File: config.mk
export PLATFORM = sky130hd
export DESIGN_NAME = br_resolve_unit
export DESIGN_NICKNAME = d
export VERILOG_FILES = /design/src/rtl/br_resolve_unit_pkg.sv /design/src/rtl/rv32i_types.sv /design/src/rtl/br_resolve_unit_train_fifo.sv /design/src/rtl/br_resolve_unit.sv
export SDC_FILE = /design/constraint.sdc
export NUM_CORES = 1
export LEC_CHECK = 0
export ABC_CLOCK_PERIOD_IN_PS = 5210
export CAP_MARGIN = 20
export CORE_ASPECT_RATIO = 1.2
export CORE_MARGIN = 2
export CORE_UTILIZATION = 45
export CTS_CLUSTER_DIAMETER = 120
export CTS_CLUSTER_SIZE = 28
export DETAILED_ROUTE_END_ITERATION = 8
export GPL_ROUTABILITY_DRIVEN = 0
export PLACE_DENSITY = 0.7
export SETUP_SLACK_MARGIN = 0.02
export SYNTH_ARGS = -nofsm -noshare
export SYNTH_HDL_FRONTEND = slang
export SYNTH_SLANG_ARGS = --single-unit
File: constraint.sdc
create_clock -name clk -period 5.21 [get_ports clk]
set_clock_uncertainty 0.1 [all_clocks]
set_input_delay 1.042 -clock clk [delete_from_list [all_inputs] [get_ports clk]]
set_output_delay 1.042 -clock clk [all_outputs]
set_load 0.01 [all_outputs]
File: src/rtl/br_resolve_unit_pkg.sv
// pbp_types: types shared by the branch resolution unit and the perceptron
// branch predictor (pbp) training interface.
//   PBP_W_BITS   : width of the signed perceptron output carried in a request
//   theta()      : perceptron training threshold for a given history length
//   pbp_train_t  : one training request {pc, taken, y_out}
//   resolve_state_t : resolution FSM states
package pbp_types;

  localparam int PBP_W_BITS = 8;

  // Classic perceptron threshold: floor(1.93*h + 14), in integer arithmetic.
  function automatic int theta(input int hist_len);
    return (193 * hist_len) / 100 + 14;
  endfunction

  typedef struct packed {
    logic [31:0]                  pc;
    logic                         taken;
    logic signed [PBP_W_BITS-1:0] y_out;
  } pbp_train_t;

  typedef enum logic {
    RUN    = 1'b0,
    SHADOW = 1'b1
  } resolve_state_t;

endpackage

File: src/rtl/rv32i_types.sv
// rv32i_types: shared RV32I opcode encoding used by the EX/MEM stage.
// Only the opcode enum is needed by the branch resolution slice.
package rv32i_types;

  typedef enum logic [6:0] {
    op_lui   = 7'b0110111,
    op_auipc = 7'b0010111,
    op_jal   = 7'b1101111,
    op_jalr  = 7'b1100111,
    op_br    = 7'b1100011,
    op_load  = 7'b0000011,
    op_store = 7'b0100011,
    op_imm   = 7'b0010011,
    op_reg   = 7'b0110011,
    op_csr   = 7'b1110011
  } opcode_t;

endpackage

File: src/rtl/br_resolve_unit_train_fifo.sv
// train_fifo: small synchronous FIFO of perceptron training requests.
// Ports:
//   clk, rst      : clock, synchronous active-high reset
//   i_push/i_data : enqueue request (dropped when full unless a pop coincides)
//   o_valid/o_data: head entry, read combinationally from storage
//   i_ready       : consumer accepts head (pop on o_valid & i_ready)
//   o_drop        : pulses when a push is discarded because the queue is full
// DEPTH must be a power of two >= 2 so the pointers wrap naturally.
module train_fifo
  import pbp_types::*;
#(
  parameter int DEPTH = 4
) (
  input  logic       clk,
  input  logic       rst,
  input  logic       i_push,
  input  pbp_train_t i_data,
  input  logic       i_ready,
  output logic       o_valid,
  output pbp_train_t o_data,
  output logic       o_drop
);

  localparam int AW = $clog2(DEPTH);

  pbp_train_t    r_mem [DEPTH];
  logic [AW-1:0] r_wr_ptr;
  logic [AW-1:0] r_rd_ptr;
  logic [AW:0]   r_count;

  logic w_full;
  logic w_pop;
  logic w_wr;

  assign o_valid = (r_count != '0);
  assign w_full  = (r_count == (AW+1)'(DEPTH));
  assign w_pop   = o_valid & i_ready;
  // A full queue still accepts a push when the head leaves in the same cycle.
  assign w_wr    = i_push & (~w_full | w_pop);
  assign o_drop  = i_push & w_full & ~w_pop;
  assign o_data  = r_mem[r_rd_ptr];

  // Storage is cleared on reset so the head outputs read zero while empty.
  genvar gi;
  generate
    for (gi = 0; gi < DEPTH; gi++) begin : g_entry
      always_ff @(posedge clk) begin
        if (rst) begin
          r_mem[gi] <= '0;
        end else if (w_wr && (r_wr_ptr == AW'(gi))) begin
          r_mem[gi] <= i_data;
        end
      end
    end
  endgenerate

  always_ff @(posedge clk) begin
    if (rst) begin
      r_wr_ptr <= '0;
      r_rd_ptr <= '0;
      r_count  <= '0;
    end else begin
      if (w_wr)  r_wr_ptr <= r_wr_ptr + 1'b1;
      if (w_pop) r_rd_ptr <= r_rd_ptr + 1'b1;
      case ({w_wr, w_pop})
        2'b10:   r_count <= r_count + 1'b1;
        2'b01:   r_count <= r_count - 1'b1;
        default: r_count <= r_count;
      endcase
    end
  end

endmodule

File: src/rtl/br_resolve_unit.sv
// br_resolve_unit: EX/MEM branch resolution and perceptron training source.
// Compares the actual outcome of a branch/jump against the prediction carried
// down the pipe, raises a one-cycle registered flush/redirect and BTB update on
// a misprediction, and queues training requests for the pbp predictor.
// Ports:
//   exmem_*         : EX/MEM instruction, actual outcome and carried prediction
//   flush/redirect_pc : registered squash pulse and fetch redirect
//   btb_wr*         : registered BTB update for taken mispredictions
//   train_*         : valid/ready training stream (head of the training FIFO)
// Optional: define BR_RESOLVE_PERF_EN to add saturating counters n_branches,
// n_dir_miss, n_tgt_miss and n_train_drop as 32-bit output ports.
// w_bits must equal pbp_types::PBP_W_BITS (the training request width).
module br_resolve_unit
  import rv32i_types::*;
  import pbp_types::*;
#(
  parameter int w_bits   = PBP_W_BITS,
  parameter int hist_len = 12,
  parameter int q_depth  = 4
) (
  input  logic              clk,
  input  logic              rst,
  input  logic              exmem_valid,
  input  logic [31:0]       exmem_pc,
  input  opcode_t           exmem_opcode,
  input  logic              exmem_br_en,
  input  logic [31:0]       exmem_alu_out,
  input  logic              exmem_bp_br_en,
  input  logic [31:0]       exmem_bp_target,
  input  logic [w_bits-1:0] exmem_y_out,
  output logic              flush,
  output logic [31:0]       redirect_pc,
  output logic              btb_wr,
  output logic [31:0]       btb_wr_pc,
  output logic [31:0]       btb_wr_target,
`ifdef BR_RESOLVE_PERF_EN
  output logic [31:0]       n_branches,
  output logic [31:0]       n_dir_miss,
  output logic [31:0]       n_tgt_miss,
  output logic [31:0]       n_train_drop,
`endif
  output logic              train_valid,
  input  logic              train_ready,
  output logic [31:0]       train_pc,
  output logic              train_taken,
  output logic [w_bits-1:0] train_y_out
);

  localparam logic [31:0] THETA = 32'(theta(hist_len));

  resolve_state_t r_state;
  resolve_state_t w_state_next;

  logic              w_is_br;
  logic              w_eval;
  logic              w_act;
  logic              w_dir_miss;
  logic              w_tgt_miss;
  logic              w_miss;
  logic signed [w_bits:0] w_y_ext;
  logic [w_bits:0]   w_y_abs;
  logic              w_low_conf;
  logic              w_push;
  logic              w_drop;
  pbp_train_t        w_push_data;
  pbp_train_t        w_head;

  assign w_is_br = (exmem_opcode == op_br);
  // The instruction right behind a flush is wrong-path; SHADOW masks it.
  assign w_eval  = exmem_valid && (r_state == RUN) &&
                   (w_is_br || exmem_opcode == op_jal || exmem_opcode == op_jalr);
  assign w_act   = w_is_br ? exmem_br_en : 1'b1;

  assign w_dir_miss = w_eval && (w_act != exmem_bp_br_en);
  assign w_tgt_miss = w_eval && w_act && exmem_bp_br_en &&
                      (exmem_alu_out != exmem_bp_target);
  assign w_miss     = w_dir_miss || w_tgt_miss;

  // One extra bit so |-2^(w_bits-1)| is representable.
  assign w_y_ext    = (w_bits+1)'($signed(exmem_y_out));
  assign w_y_abs    = w_y_ext[w_bits] ? 32'(-w_y_ext) : w_y_ext;
  assign w_low_conf = (32'(w_y_abs) <= THETA);

  // Target-only misses never train: direction was right and confidence is
  // judged on direction alone.
  assign w_push = w_eval && w_is_br && (w_dir_miss || w_low_conf);

  assign w_push_data.pc    = exmem_pc;
  assign w_push_data.taken = exmem_br_en;
  assign w_push_data.y_out = exmem_y_out;

  always_ff @(posedge clk) begin
    if (rst) r_state <= RUN;
    else     r_state <= w_state_next;
  end

  always_comb begin
    w_state_next = RUN;
    if (r_state == RUN && w_miss) w_state_next = SHADOW;
  end

  always_ff @(posedge clk) begin
    if (rst) begin
      flush         <= 1'b0;
      redirect_pc   <= '0;
      btb_wr        <= 1'b0;
      btb_wr_pc     <= '0;
      btb_wr_target <= '0;
    end else begin
      flush  <= w_miss;
      btb_wr <= w_miss && w_act;
      if (w_miss) redirect_pc <= w_act ? exmem_alu_out : exmem_pc + 32'd4;
      if (w_miss && w_act) begin
        btb_wr_pc     <= exmem_pc;
        btb_wr_target <= exmem_alu_out;
      end
    end
  end

  train_fifo #(
    .DEPTH (q_depth)
  ) u_train_fifo (
    .clk     (clk),
    .rst     (rst),
    .i_push  (w_push),
    .i_data  (w_push_data),
    .i_ready (train_ready),
    .o_valid (train_valid),
    .o_data  (w_head),
    .o_drop  (w_drop)
  );

  assign train_pc    = w_head.pc;
  assign train_taken = w_head.taken;
  assign train_y_out = w_head.y_out;

`ifdef BR_RESOLVE_PERF_EN
  logic [3:0]  w_inc;
  logic [31:0] r_cnt [4];

  assign w_inc = {w_drop, w_tgt_miss, w_dir_miss, w_eval};

  genvar gi;
  generate
    for (gi = 0; gi < 4; gi++) begin : g_perf
      always_ff @(posedge clk) begin
        if (rst)                                r_cnt[gi] <= '0;
        else if (w_inc[gi] && r_cnt[gi] != '1)  r_cnt[gi] <= r_cnt[gi] + 32'd1;
      end
    end
  endgenerate

  assign n_branches   = r_cnt[0];
  assign n_dir_miss   = r_cnt[1];
  assign n_tgt_miss   = r_cnt[2];
  assign n_train_drop = r_cnt[3];
`else
  logic w_unused_drop;
  assign w_unused_drop = w_drop;
`endif

endmodule

==> flow_summary.ini <==
[logic_synthesis]
synth.net_count = 1255
synth-edff-count = 164
ys_types = 55
synth.largest_area_cell = sky130_fd_sc_hd__edfxtp_1
synthCells = 1130
synth.top_cells.by_area = sky130_fd_sc_hd__edfxtp_1 38%, sky130_fd_sc_hd__dfxtp_1 17%, sky130_fd_sc_hd__and2_1 7.9%
yosys_most_used_dff = sky130_fd_sc_hd__edfxtp_1
synth_seq_area_share = 0.543
ys_seq_elements = 272
synth.yosys.warnings = 0
synth-async-reset-ratio = 0
synth_area_sq_um = 13100
synth_top_area_share = 0.377
syn_avg_cell_area_sq_um = 11.6

[drt]
vias = 9219
routed_wirelength_um = 35100
remaining_drc_errors = 0
detail_routed_via_count_per_cell = 5.38
drt-wirelength-per-cell_um = 20.5
ant_nets = 0
dr.pass1.iters = 5
drt_iter0_markers = 677

[clocking]
cts-htree-levels = 1
tritoncts_clock_tree = done
clkTransAtPathRegs_ns = 0.11
cts_hold_buf = 0
post_cts.resized_instances = 0
clock_net_sink_count = 272
clock_path_buffers = 3
worst_skew_pair.late_latency_ns = 0.48
post_cts_buffers = 0
clk_root_buffer_cell = sky130_fd_sc_hd__clkbuf_16
cts_inserted_buffers = 13

[worst_hold_path]
hp-class = reg -> reg
hold_start = btb_wr_pc[0]$_SDFFE_PP0P_
hold_depth = 2
whs_endpoint = btb_wr_pc[0]$_SDFFE_PP0P_

[sta]
clock.fmax_ghz = 0.244
timing.final.crit_share = 0.785
drv_slew = 0
fin_hold_ws_ns = 0.360
worstMarginPinSlew_ns = 1.05
min_period_ns = 4.09
final.setup.tns_ns = 0
finalHoldViolCount = 0
slew_headroom = 0.299
rsz_0062_raised_after_global_routing = no
report.final.setup_viol = 0

[setup_path]
start_kind = input pin
crit_path_max_fanout = 7
rrSetupSlack_ns = 2.12
critical_path_arrival_ns = 4.41
crit-reg2reg-launch = r_state$_SDFF_PP0_
cp-startpoint = exmem_y_out[0]
data_required_time_of_the_critical_path_ns = 5.53
cp-end-kind = register
worst_r2r_path_depth = 10
worstSetupPathType = in -> reg
reg2reg_to = u_train_fifo.r_count[2]$_SDFFE_PP0P_

[floorplanning]
floorplan.rows = 68
die_h_um = 191
top_level_ports = 257
core_area_sq_um = 28700
dieWidth_um = 159
initial_core_util = 0.455
floorplan.die_area_sq_um = 30400

[status]
outcome = completed

[layout]
nets = 1448
most-common-layout-cells = 256 x sky130_fd_sc_hd__clkdlybuf4s50_1, 165 x sky130_fd_sc_hd__and2_1, 164 x sky130_fd_sc_hd__edfxtp_1
final_common_cell = sky130_fd_sc_hd__clkdlybuf4s50_1
flow.area_growth_from_synthesis_pct = 23.8
num_antenna_cells = 0
final_layout_size_suffix_gt1_frac = 0.0798

[power]
p_sw_uw = 883
p_seq_frac = 0.606
clkPwrFrac = 0.298
p_leak_nw = 5.58
power.density_cell_area_nw_per_um2 = 238
combinationalPowerShare = 0.096
power_switching_share = 0.230
power.total_mw = 3.84
internal_power_mw = 2.96
vdd.ir_drop.worst_mv = 0.184

[placement]
count_of_buffers_from_port_buffering = 256
detailedPlacementHpwl_um = 24600

[run]
drv_cap = 0

[grt]
grt_pass1_vias = 9191
first_pass_grt_wire_length_um = 53400
grt_antenna_before_repair = 0
grt_start_max_net_pins = 107
gr-usage-all-layers = 0.227
globalRoute.totalOverflow = 0
worst max path at each step:
stage	cells past startpoint	end
finish	15	u_train_fifo.r_count[2]$_SDFFE_PP0P_
global route	15	u_train_fifo.r_count[2]$_SDFFE_PP0P_
CTS	15	u_train_fifo.r_count[2]$_SDFFE_PP0P_
detailed placement	15	u_train_fifo.r_count[2]$_SDFFE_PP0P_
global placement	12	u_train_fifo.r_count[2]$_SDFFE_PP0P_
floorplan	6	u_train_fifo.r_mem[0][0]$_SDFFCE_PN0P_
critical path, stage by stage:
cell and delay [ns]:
sky130_fd_sc_hd__clkdlybuf4s50_1 0.58, sky130_fd_sc_hd__inv_1 0.08, sky130_fd_sc_hd__ha_1 0.23, sky130_fd_sc_hd__nor3_1 0.22, sky130_fd_sc_hd__nand3_1 0.11, sky130_fd_sc_hd__a21o_1 0.21, sky130_fd_sc_hd__a41oi_1 0.38, sky130_fd_sc_hd__nor2_1 0.21
sky130_fd_sc_hd__inv_1 0.10, sky130_fd_sc_hd__ha_1 0.18, sky130_fd_sc_hd__inv_1 0.06, sky130_fd_sc_hd__fa_1 0.38, sky130_fd_sc_hd__xor2_1 0.16, sky130_fd_sc_hd__or3_1 0.30, sky130_fd_sc_hd__a21oi_1 0.16
Yosys cell counts, types with 2 or more instances:
library cell	number
sky130_fd_sc_hd__inv_1	15
sky130_fd_sc_hd__dfxtp_1	108
sky130_fd_sc_hd__o21ai_1	7
sky130_fd_sc_hd__nor2_2	2
sky130_fd_sc_hd__nand4_1	14
sky130_fd_sc_hd__edfxtp_1	164
sky130_fd_sc_hd__nor4b_1	2
sky130_fd_sc_hd__mux2i_1	71
sky130_fd_sc_hd__a31oi_1	8
sky130_fd_sc_hd__or3_1	8
sky130_fd_sc_hd__nor2b_1	2
sky130_fd_sc_hd__and2_1	165
sky130_fd_sc_hd__xor2_1	40
sky130_fd_sc_hd__ha_1	7
sky130_fd_sc_hd__or4_1	3
sky130_fd_sc_hd__nor4_1	18
sky130_fd_sc_hd__or2_2	4
sky130_fd_sc_hd__a21o_1	5
sky130_fd_sc_hd__a31o_2	7
sky130_fd_sc_hd__buf_6	17
sky130_fd_sc_hd__o21ai_0	29
sky130_fd_sc_hd__clkbuf_1	49
sky130_fd_sc_hd__a2111oi_0	3
sky130_fd_sc_hd__xnor2_1	17
sky130_fd_sc_hd__and4_1	8
sky130_fd_sc_hd__and3_1	2
sky130_fd_sc_hd__nor4_2	3
sky130_fd_sc_hd__or4_4	2
sky130_fd_sc_hd__nor2_1	31
sky130_fd_sc_hd__buf_2	15
sky130_fd_sc_hd__a41o_1	2
sky130_fd_sc_hd__nor3_1	10
sky130_fd_sc_hd__a21oi_1	24
sky130_fd_sc_hd__and4_4	4
sky130_fd_sc_hd__mux4_2	41
sky130_fd_sc_hd__nand2_1	158
sky130_fd_sc_hd__o211ai_1	5
sky130_fd_sc_hd__a211oi_1	4
sky130_fd_sc_hd__buf_1	13
sky130_fd_sc_hd__a211o_1	4
sky130_fd_sc_hd__nand3_1	25
flip-flops by register name, indices dropped and copies added, names as in the netlist, named ones only:
signal and flops:
flush 1, redirect_pc 32, r_state 1, btb_wr_pc 32, btb_wr 1, btb_wr_target 32
u_train_fifo.r_rd_ptr 2, u_train_fifo.r_mem 164, u_train_fifo.r_wr_ptr 2, u_train_fifo.r_count 3
per-layer routing:
metal	GRT usage	share of wire	vias to the layer above
met5	0	0	-
met4	0.0713	0.030	0
met3	0.0542	0.073	47
met2	0.390	0.49	313
met1	0.284	0.41	4483
li1	-	-	4376
power groups by stage:
| stage | registers (mW) | clock network, mW | logic, mW |
|---|---|---|---|
| 2_1_floorplan | 2.38 | 0 | 0.155 |
| 3_3_place_gp | 2.38 | 0 | 0.365 |
| 3_5_place_dp | 2.38 | 0 | 0.368 |
| 4_1_cts | 2.33 | 1.17 | 0.370 |
| 5_1_grt | 2.33 | 1.23 | 0.394 |
| 6_report | 2.33 | 1.15 | 0.368 |
metrics by stage:
step                      cells  cell area [sq um]  utilization  worst slack, ns
after global placement     1692              15800        0.551            0.755
final                      1714              16200        0.564             1.12
after CTS                  1713              16100        0.563             1.13
after detailed placement   1692              15800        0.551            0.656
after floorplan            1130              13100            -             1.24
after global routing       1714              16200        0.564            0.921
logic make-up after synthesis:
logic type,Yosys count,share of synthesized area
buffers and inverters,111,0.0435
adder cells (fa/ha/maj),8,0.00824
AO/OA/AOI/OAI,104,0.0497
AND/OR/NAND/NOR,466,0.192
flip-flops,272,0.543
XOR/XNOR,57,0.0382
multiplexers,112,0.125
final cells by class:
type	count	area (sq um)
clock buffers	20	352
clock inverters	1	8.76
fillers	2443	12500
inverters	16	63.8
multi-input cells	747	5420
flip-flops and latches	272	7090
well taps	385	482
repair buffers	273	2750
(Power assumes the default switching activity.)
